## src/rtl/stack_cache.sv

```systemverilog
// stack_cache: data-stack front end for the fomu CPU.
// Keeps the top two stack items (TOS, NOS) in registers and spills deeper
// items to / refills them from an external single-ended LIFO (lifo_se).
// One stack op per cycle; CLEAR drains the LIFO over several cycles.
//
// Ports:
//   i_clk, i_rst            clock (rising edge), async active-high reset
//   i_se, i_op, i_data      op strobe, op code, operand (PUSH / REPLACE)
//   o_ready                 high when a new op can be accepted
//   o_tos, o_nos, o_depth   registered top / next items and total item count
//   o_err                   sticky underflow / overflow flag
//   o_lifo_push/pop/data    LIFO strobes (push+pop = replace top) and data
//   i_lifo_data/empty/full  LIFO top item and status
//
// state | meaning
// READY | accepting one op per cycle
// DRAIN | CLEAR in progress, popping the LIFO until it reports empty
module stack_cache #(
  parameter int WIDTH = 16,
  parameter int DEPTH = 12
) (
  input  logic                         i_clk,
  input  logic                         i_rst,
  input  logic                         i_se,
  input  logic [2:0]                   i_op,
  input  logic [WIDTH-1:0]             i_data,
  output logic                         o_ready,
  output logic [WIDTH-1:0]             o_tos,
  output logic [WIDTH-1:0]             o_nos,
  output logic [$clog2(DEPTH+3)-1:0]   o_depth,
  output logic                         o_err,
  output logic                         o_lifo_push,
  output logic                         o_lifo_pop,
  output logic [WIDTH-1:0]             o_lifo_data,
  input  logic [WIDTH-1:0]             i_lifo_data,
  input  logic                         i_lifo_empty,
  input  logic                         i_lifo_full
);

  localparam int DW = $clog2(DEPTH+3);
  localparam logic [DW-1:0] CAP = DW'(DEPTH+2);
  localparam logic [DW-1:0] D0  = '0;
  localparam logic [DW-1:0] D1  = DW'(1);
  localparam logic [DW-1:0] D2  = DW'(2);
  localparam logic [DW-1:0] D3  = DW'(3);

  localparam logic [2:0] OP_CLEAR   = 3'd0;
  localparam logic [2:0] OP_PUSH    = 3'd1;
  localparam logic [2:0] OP_DROP    = 3'd2;
  localparam logic [2:0] OP_DUP     = 3'd3;
  localparam logic [2:0] OP_SWAP    = 3'd4;
  localparam logic [2:0] OP_OVER    = 3'd5;
  localparam logic [2:0] OP_ROT     = 3'd6;
  localparam logic [2:0] OP_REPLACE = 3'd7;

  typedef enum logic {READY = 1'b0, DRAIN = 1'b1} state_t;

  state_t           state, state_n;
  logic [WIDTH-1:0] tos, tos_n, nos, nos_n;
  logic [DW-1:0]    depth, depth_n;
  logic             err, err_n;
  logic             accept;
  logic             room;
  logic [WIDTH-1:0] push_val;
  logic             push_legal;

  assign accept = (state == READY) && i_se;
  assign room   = (depth < CAP);

  // state register
  always_ff @(posedge i_clk or posedge i_rst) begin
    if (i_rst) state <= READY;
    else       state <= state_n;
  end

  // next-state logic
  always_comb begin
    state_n = state;
    case (state)
      READY: if (accept && (i_op == OP_CLEAR) && !i_lifo_empty) state_n = DRAIN;
      DRAIN: if (i_lifo_empty) state_n = READY;
      default: state_n = READY;
    endcase
  end

  // PUSH, DUP and OVER share one path differing only in the value pushed
  always_comb begin
    push_val = i_data;
    if (i_op == OP_DUP)  push_val = tos;
    if (i_op == OP_OVER) push_val = nos;
  end

  always_comb begin
    push_legal = room;
    if (i_op == OP_DUP)  push_legal = room && (depth >= D1);
    if (i_op == OP_OVER) push_legal = room && (depth >= D2);
  end

  // output / datapath logic
  always_comb begin
    tos_n       = tos;
    nos_n       = nos;
    depth_n     = depth;
    err_n       = err;
    o_lifo_push = 1'b0;
    o_lifo_pop  = 1'b0;
    o_ready     = (state == READY);
    case (state)
      READY: begin
        if (accept) begin
          case (i_op)
            OP_CLEAR: begin
              tos_n = '0;
              nos_n = '0;
              err_n = 1'b0;
              if (i_lifo_empty) depth_n = D0;
              else              o_lifo_pop = 1'b1;
            end
            OP_PUSH, OP_DUP, OP_OVER: begin
              if (!push_legal) begin
                err_n = 1'b1;
              end else if ((depth >= D2) && i_lifo_full) begin
                // depth tracking disagrees with the LIFO; refuse the spill
                err_n = 1'b1;
              end else begin
                tos_n       = push_val;
                nos_n       = tos;
                depth_n     = depth + D1;
                o_lifo_push = (depth >= D2);
              end
            end
            OP_DROP: begin
              if (depth == D0) begin
                err_n = 1'b1;
              end else begin
                tos_n   = nos;
                depth_n = depth - D1;
                if (depth >= D3) begin
                  nos_n      = i_lifo_data;
                  o_lifo_pop = 1'b1;
                end else begin
                  nos_n = '0;
                end
              end
            end
            OP_SWAP: begin
              if (depth < D2) begin
                err_n = 1'b1;
              end else begin
                tos_n = nos;
                nos_n = tos;
              end
            end
            OP_ROT: begin
              if (depth < D3) begin
                err_n = 1'b1;
              end else begin
                // replace LIFO top: old NOS goes down, old third item comes up
                tos_n       = i_lifo_data;
                nos_n       = tos;
                o_lifo_push = 1'b1;
                o_lifo_pop  = 1'b1;
              end
            end
            OP_REPLACE: begin
              if (depth == D0) err_n = 1'b1;
              else             tos_n = i_data;
            end
            default: err_n = 1'b1;
          endcase
        end
      end
      DRAIN: begin
        if (i_lifo_empty) depth_n = D0;
        else              o_lifo_pop = 1'b1;
      end
      default: ;
    endcase
  end

  always_ff @(posedge i_clk or posedge i_rst) begin
    if (i_rst) begin
      tos   <= '0;
      nos   <= '0;
      depth <= '0;
      err   <= 1'b0;
    end else begin
      tos   <= tos_n;
      nos   <= nos_n;
      depth <= depth_n;
      err   <= err_n;
    end
  end

  assign o_tos       = tos;
  assign o_nos       = nos;
  assign o_depth     = depth;
  assign o_err       = err;
  assign o_lifo_data = nos;

endmodule

```

## config.mk

```make
export PLATFORM = sky130hd
export DESIGN_NAME = stack_cache
export DESIGN_NICKNAME = d
export VERILOG_FILES = /design/src/rtl/stack_cache.sv
export SDC_FILE = /design/constraint.sdc
export NUM_CORES = 1
export LEC_CHECK = 0
export CAP_MARGIN = 20
export CORE_ASPECT_RATIO = 1.2
export CORE_UTILIZATION = 45
export DETAILED_ROUTE_END_ITERATION = 8
export GPL_TIMING_DRIVEN = 0
export HOLD_SLACK_MARGIN = 0.12
export PLACE_DENSITY = 0.81
export SETUP_SLACK_MARGIN = 0.2
export SLEW_MARGIN = 40
export SYNTH_ARGS = -nofsm -noshare
export SYNTH_HDL_FRONTEND = slang
export SYNTH_SLANG_ARGS = --single-unit
```

## constraint.sdc

```tcl
create_clock -name i_clk -period 2.9 [get_ports i_clk]
set_input_delay 0.725 -clock i_clk [delete_from_list [all_inputs] [get_ports i_clk]]
set_output_delay 0.725 -clock i_clk [all_outputs]
set_load 0.02 [all_outputs]
```

; ---- Yosys cells after proc, flatten, opt, wreduce, memory -nomap -nowiden
; Cells that the tools add are included.
[word_totals]
reg_bits = 38
ramBits = 0
latchBits = 0
output_inout_bits = 56
word_cells = 98
inputBits = 40
romBits = 0
mem_count = 0
[op_classes]
bitwise_logic = 1
addsub = 2
mul = 0
order_cmp = 6
muxes = 45
shift = 0
n_reduce_logical = 16
n_eq_ne = 23
div = 0
[ops]
columns = cell, count
row1 = 16-bit 2-to-1 mux, 14
row2 = 16-bit one-hot mux with 6 select lines, 1
row3 = 16-bit one-hot mux with 5 select lines, 1
row4 = 4-bit 2-to-1 mux, 5
row5 = 1-bit 2-to-1 mux, 17
row6 = 2-bit != test (second input constant), 8
row7 = 3-bit != test (second input constant), 5
row8 = 3-bit == test (second input constant), 4
row9 = 4-bit one-hot mux with 3 select lines, 1
row10 = 9-bit AND reduction, 1
row11 = 4-bit by 2-bit >= comparator with 1-bit output (second input constant), 2
row12 = 4-bit by 2-bit < comparator with 1-bit output (second input constant), 2
row13 = 4-bit one-hot mux with 2 select lines, 1
row14 = 8-bit AND reduction, 1
row15 = 3-bit by 2-bit == test with 1-bit output (second input constant), 2
row16 = 1-bit logical AND, 6
row17 = 1-bit one-hot mux with 2 select lines, 3
row18 = 6-bit AND reduction, 1
row19 = 1-bit one-hot mux with 5 select lines, 1
row20 = 5-bit AND reduction, 1
row21 = 5-bit nonzero test, 1
row22 = 4-bit by 1-bit adder with 4-bit output (second input constant), 1
row23 = 4-bit by 1-bit >= comparator with 1-bit output (second input constant), 1
row24 = 4-bit zero test, 1
row25 = other kinds (11), 12

; ---- Logic depth before layout (Yosys ltp)
[logic_depth]
word_depth = 8
ltp_mapped = 10

; ---- Worst setup path before layout
; No wires, ideal clock.
[synth_path]
path_kind = in2out
startpoint = input i_op[2]
endpoint = output o_lifo_pop
n_path_buf = 2
path_slack_ns = 0.153
t_arrival_ns = 2.022
path_stages = 7
t_required_ns = 2.175
cell_sequence = buf_6 -> clkbuf_1 -> nand2b_1 -> a2111oi_0 -> nor3_1 -> a21oi_1 -> o21ai_0
[synth_via]
elab_chain_cells = 4
word_cells_on_any_way = 6
cone_classes = eq/ne: 2 / mux: 3 / reduce/logical: 1
[synth_lines]
columns = element, line_no
row1 = "start, declared", 25  ; input logic [2:0] i_op,
row2 = 3-bit == test (tied with other cells), 111  ; case (i_op)
row3 = 1-bit one-hot mux with 3 select lines *, 111
row4 = 1-bit 2-to-1 mux *, 110  ; if (accept) begin
row5 = 1-bit one-hot mux with 2 select lines *, 108  ; case (state)
row6 = "end, declared", 33  ; output logic o_lifo_pop,
; Every way passes the cells marked *; elsewhere a longest branch is shown, timed or not.

; ---- Worst setup path in the final report
[layout_path]
startpoint = register depth[1] (netlist: o_depth[1])
endpoint = output o_lifo_push
[layout_via]
elab_chain_cells = 8
word_cells_on_any_way = 15
cone_classes = order compare: 4 / mux: 8 / reduce/logical: 3
[layout_lines]
columns = element, line_no
row1 = "start, declared", 60  ; logic [DW-1:0] depth, depth_n;
row2 = "start signal, assigned", 190  ; depth <= depth_n;
row3 = 4-bit < comparator or 4-bit by 1-bit >= comparator with 1-bit output (tied branches), "68, 95"
row4 = 1-bit logical AND, 95  ; if (i_op == OP_DUP) push_legal = room && (depth >= D1);
row5 = 1-bit 2-to-1 mux, 95
row6 = 1-bit 2-to-1 mux, 96  ; if (i_op == OP_OVER) push_legal = room && (depth >= D2);
row7 = 1-bit 2-to-1 mux, 120  ; if (!push_legal) begin
row8 = 1-bit one-hot mux with 2 select lines *, 111
row9 = 1-bit 2-to-1 mux *, 110
row10 = 1-bit 2-to-1 mux *, 108
row11 = "end, declared", 32  ; output logic o_lifo_push,
; Marked as above.

==> results by group <==
Run status
  – Outcome: complete, no violations

Die
  – Std-Cell Rows: 30
  – Core Box Area: 5630 µm²
  – Die area: 6150 µm²
  – IO Pins: 96
  – Starting Density: 0.4667
  – Die X: 71.76 µm
  – Die H: 85.71 µm

Power and ir drop
  – PwrDens: 1005 nW/µm²
  – Clock network fraction of total power: 0.144
  – Maximum vdd drop: 0.5547 mV
  – Leakage: 1.740 nW
  – Sequential share of power: 0.260
  – Combinational Power Share: 0.596
  – Switching Share: 0.3864
  – Switch Pwr: 1.499 mW
  – Internal power: 2.380 mW

Logic synthesis
  – Mux cell area share after synthesis: 0.1519
  – Sequential-to-total area share from yosys stat: 0.3619
  – Top_reg_cell synth: dfrtp_1
  – Largest family of logic cells by synthesized area: compound AO/OA/AOI/OAI gates
  – Post-synthesis instance area: 2628 µm²
  – Avg Cell Area, Syn: 10.34 µm²
  – Mapped Cells: 254
  – Synth Area in Adders: 0.01905
  – Yosys warning count: 0
  – Mapped Nets: 298
  – Netlist cell types: 56
  – Xor/xnor share of the synthesized area: 0.003333
  – EDFF count, synth: 0
  – Post-Synth Simple-Gate Area: 0.1119
  – Number of synthesized register bits: 38
  – Async S/R FF share, synth: 1.000
  – Synth Area in Compound Gates: 0.2162

Setup path
  – Reg2Reg Depth: 8
  – Crit path required time: 2.17 ns
  – Critical path launch point: o_depth[1]
  – Worst EP arrival: 1.92 ns
  – Reg2reg setup slack: 0.47 ns
  – Launch point of the worst reg-to-reg path: o_depth[1]
  – CP endpoint kind: output port
  – CP Class: reg2out
  – Critical Path Start Type: flip-flop
  – Crit-path max FO: 5
  – Worst reg2reg endpoint: o_lifo_data[9]

Hold path
  – Hold depth: 2
  – HP Start: o_err
  – Hold WC Path Type: reg2reg
  – Hold Crit Endpoint: o_err

Global routing
  – Largest net degree at the start of global routing: 39
  – First-pass GRT wire length: 11.91 mm
  – Grt total ovfl: 0
  – Total Routing Usage GR: 0.2457
  – Number of global-route vias before repair: 2405
  – Initial antenna violation count: 0

Route
  – Wire per inst: 17.46 µm
  – Routed wire length: 7.349 mm
  – Number of detailed-route iterations in the first pass: 5
  – Detail Route Antenna Nets: 0
  – Drt drc: 0
  – Via count: 2463
  – Initial DRC Count: 189
  – Routed vias/inst: 5.850

CTS
  – CTS Buffer Depth: 2
  – Sink Count: 38
  – CTS tree: yes
  – TritonCTS buffer count: 5
  – Clock Pin Slew Worst Setup and Hold Paths: 0.07 ns
  – Clock Latency Late Sink: 0.29 ns
  – Hold Buf Count CTS: 0
  – Clock root buffer: clkbuf_8
  – CTS HTree Levels: 2

Finish
  – Share of cells above drive strength 1: 0.2269
  – Final Non-Filler Cells: 421
  – # fillers: 458
  – Layout area overhead: 46.86%
  – Diodes inserted: 0
  – Final Net Count: 400

Timing
  – Tightest Pin Transition: 0.5717 ns
  – Rel. slew slack: 0.6168
  – Final Hold Fails: 0
  – Tcrit/Tclk final: 0.9107
  – Max-slew violations: 0
  – Layout Skew: 0.01057 ns
  – Fmax: 378.7 MHz
  – # setup viols final: 0
  – Hold Slack: 0.5068 ns
  – Fin crit period: 2.641 ns
  – RSZ-0062 raised after global routing: true

Place
  – Hpwl dp: 5.433 mm
  – IO Port Bufs: 93
  – Final Wtd Congestion: 0.9376
  – Cells after DPL: 411

Job
  – Max-cap violations: 0
## critical path, cell delays in order, from the launching register on
cell and delay, ns:
dfrtp_2 0.41, inv_1 0.10, ha_1 0.22, nor4_4 0.25, nand4_1 0.15, and2_4 0.19, nand3_1 0.10, a21oi_2 0.06
buf_4 0.15
## sequential cells by signal (all words and copies together), names as in the netlist
register and flops:
o_err 1, o_depth 4, state 1, o_tos 16, o_lifo_data 16
## layer usage
metal  vias up  GRT usage  part of all wire
li1       1149          -                 -
met1      1200     0.2975              0.41
met2       102     0.4408              0.52
met3        12    0.04230             0.057
met4         0    0.07665             0.017
met5         -          0                 0
## synthesized netlist by cell type, types with 2 or more instances
| cell | n | area share |
|---|---|---|
| a211oi_1 | 2 | 0.0057 |
| a21oi_1 | 6 | 0.011 |
| a221oi_1 | 4 | 0.013 |
| a222oi_1 | 15 | 0.057 |
| a22o_1 | 11 | 0.037 |
| a22o_2 | 5 | 0.019 |
| a31oi_1 | 3 | 0.0071 |
| and3_1 | 2 | 0.0048 |
| buf_4 | 17 | 0.049 |
| buf_6 | 7 | 0.030 |
| clkbuf_1 | 6 | 0.0086 |
| dfrtp_1 | 38 | 0.36 |
| dlygate4sd1_1 | 2 | 0.0067 |
| ha_1 | 4 | 0.019 |
| inv_1 | 23 | 0.033 |
| mux2_2 | 7 | 0.030 |
| mux2_4 | 10 | 0.057 |
| mux2i_1 | 17 | 0.065 |
| nand2_1 | 9 | 0.013 |
| nand2b_1 | 4 | 0.0095 |
| nand3_1 | 6 | 0.011 |
| nor2_1 | 11 | 0.016 |
| nor3_1 | 4 | 0.0076 |
| nor3b_1 | 3 | 0.0086 |
| o21ai_0 | 6 | 0.011 |
| o41ai_1 | 2 | 0.0067 |
## how the worst max path moves through the flow
stage                  end
3_3_place_gp   o_lifo_push
2_1_floorplan   o_lifo_pop
5_1_grt        o_lifo_push
4_1_cts         o_lifo_pop
6_report       o_lifo_push
3_5_place_dp   o_lifo_push
## cells by family (layout without fill, tap and decap cells)
group                      count (synthesis)  after routing
AOI/OAI and AO/OA                         69             69
xor gates and xnor gates                   1              1
adders and majority gates                  4              4
buffers and inverters                     57            160
DFF                                       38             38
muxes                                     34             34
and+or+nand+nor                           51             51
## power groups by stage
stage	clock network, mW	logic [mW]	registers, mW
finish	0.559	2.31	1.01
global route	0.596	2.46	1.04
CTS	0.572	2.30	1.00
detailed placement	0	2.23	1.02
global placement	0	2.20	1.01
floorplan	0	1.06	1.26
## layout by cell type, fill, tap and decap left out, types with 6 or more instances in the layout
master           instances
clkdlybuf4s50_1         89
dfrtp_1                 36
inv_1                   21
buf_4                   21
mux2i_1                 17
a222oi_1                15
nor2_1                  11
a22o_1                  11
mux2_4                  10
nand2_1                  8
buf_6                    7
mux2_2                   7
nand3_1                  6
clkbuf_8                 6
## metrics by stage
stage                 util  total power, mW  worst slack [ns]  TNS (ns)  area (µm²)
detailed placement  0.6467            3.254           -0.7095    -2.969        3641
CTS                 0.6809            3.873            0.2078         0        3834
floorplan                -            2.319            0.2548         0        2628
finish              0.6853            3.879            0.2591         0        3859
global route        0.6853            4.101            0.1546         0        3859
global placement    0.6462            3.205           -0.6332    -2.827        3638
## final cells by class
| type | instances | area [µm²] | area share |
|---|---|---|---|
| multi-input cells | 159 | 1380 | 0.3577 |
| repair buffers | 95 | 935.9 | 0.2425 |
| clock buffers | 6 | 82.58 | 0.02140 |
| inverters | 24 | 92.59 | 0.02399 |
| well taps | 64 | 80.08 | 0.02075 |
| flip-flops and latches | 38 | 953.4 | 0.2471 |
| clock inverters | 2 | 60.06 | 0.01556 |
| plain buffers | 33 | 274.0 | 0.07101 |
## repair_timing
action / 4_1_cts / 5_1_grt
gates resized for setup: 23 / 11
pin swaps: 2 / 3
setup buffers: 2 / 0
gates cloned: 0 / 0
endpoints found under the setup margin: 12 / 3
Power figures use the tool's default switching activity.
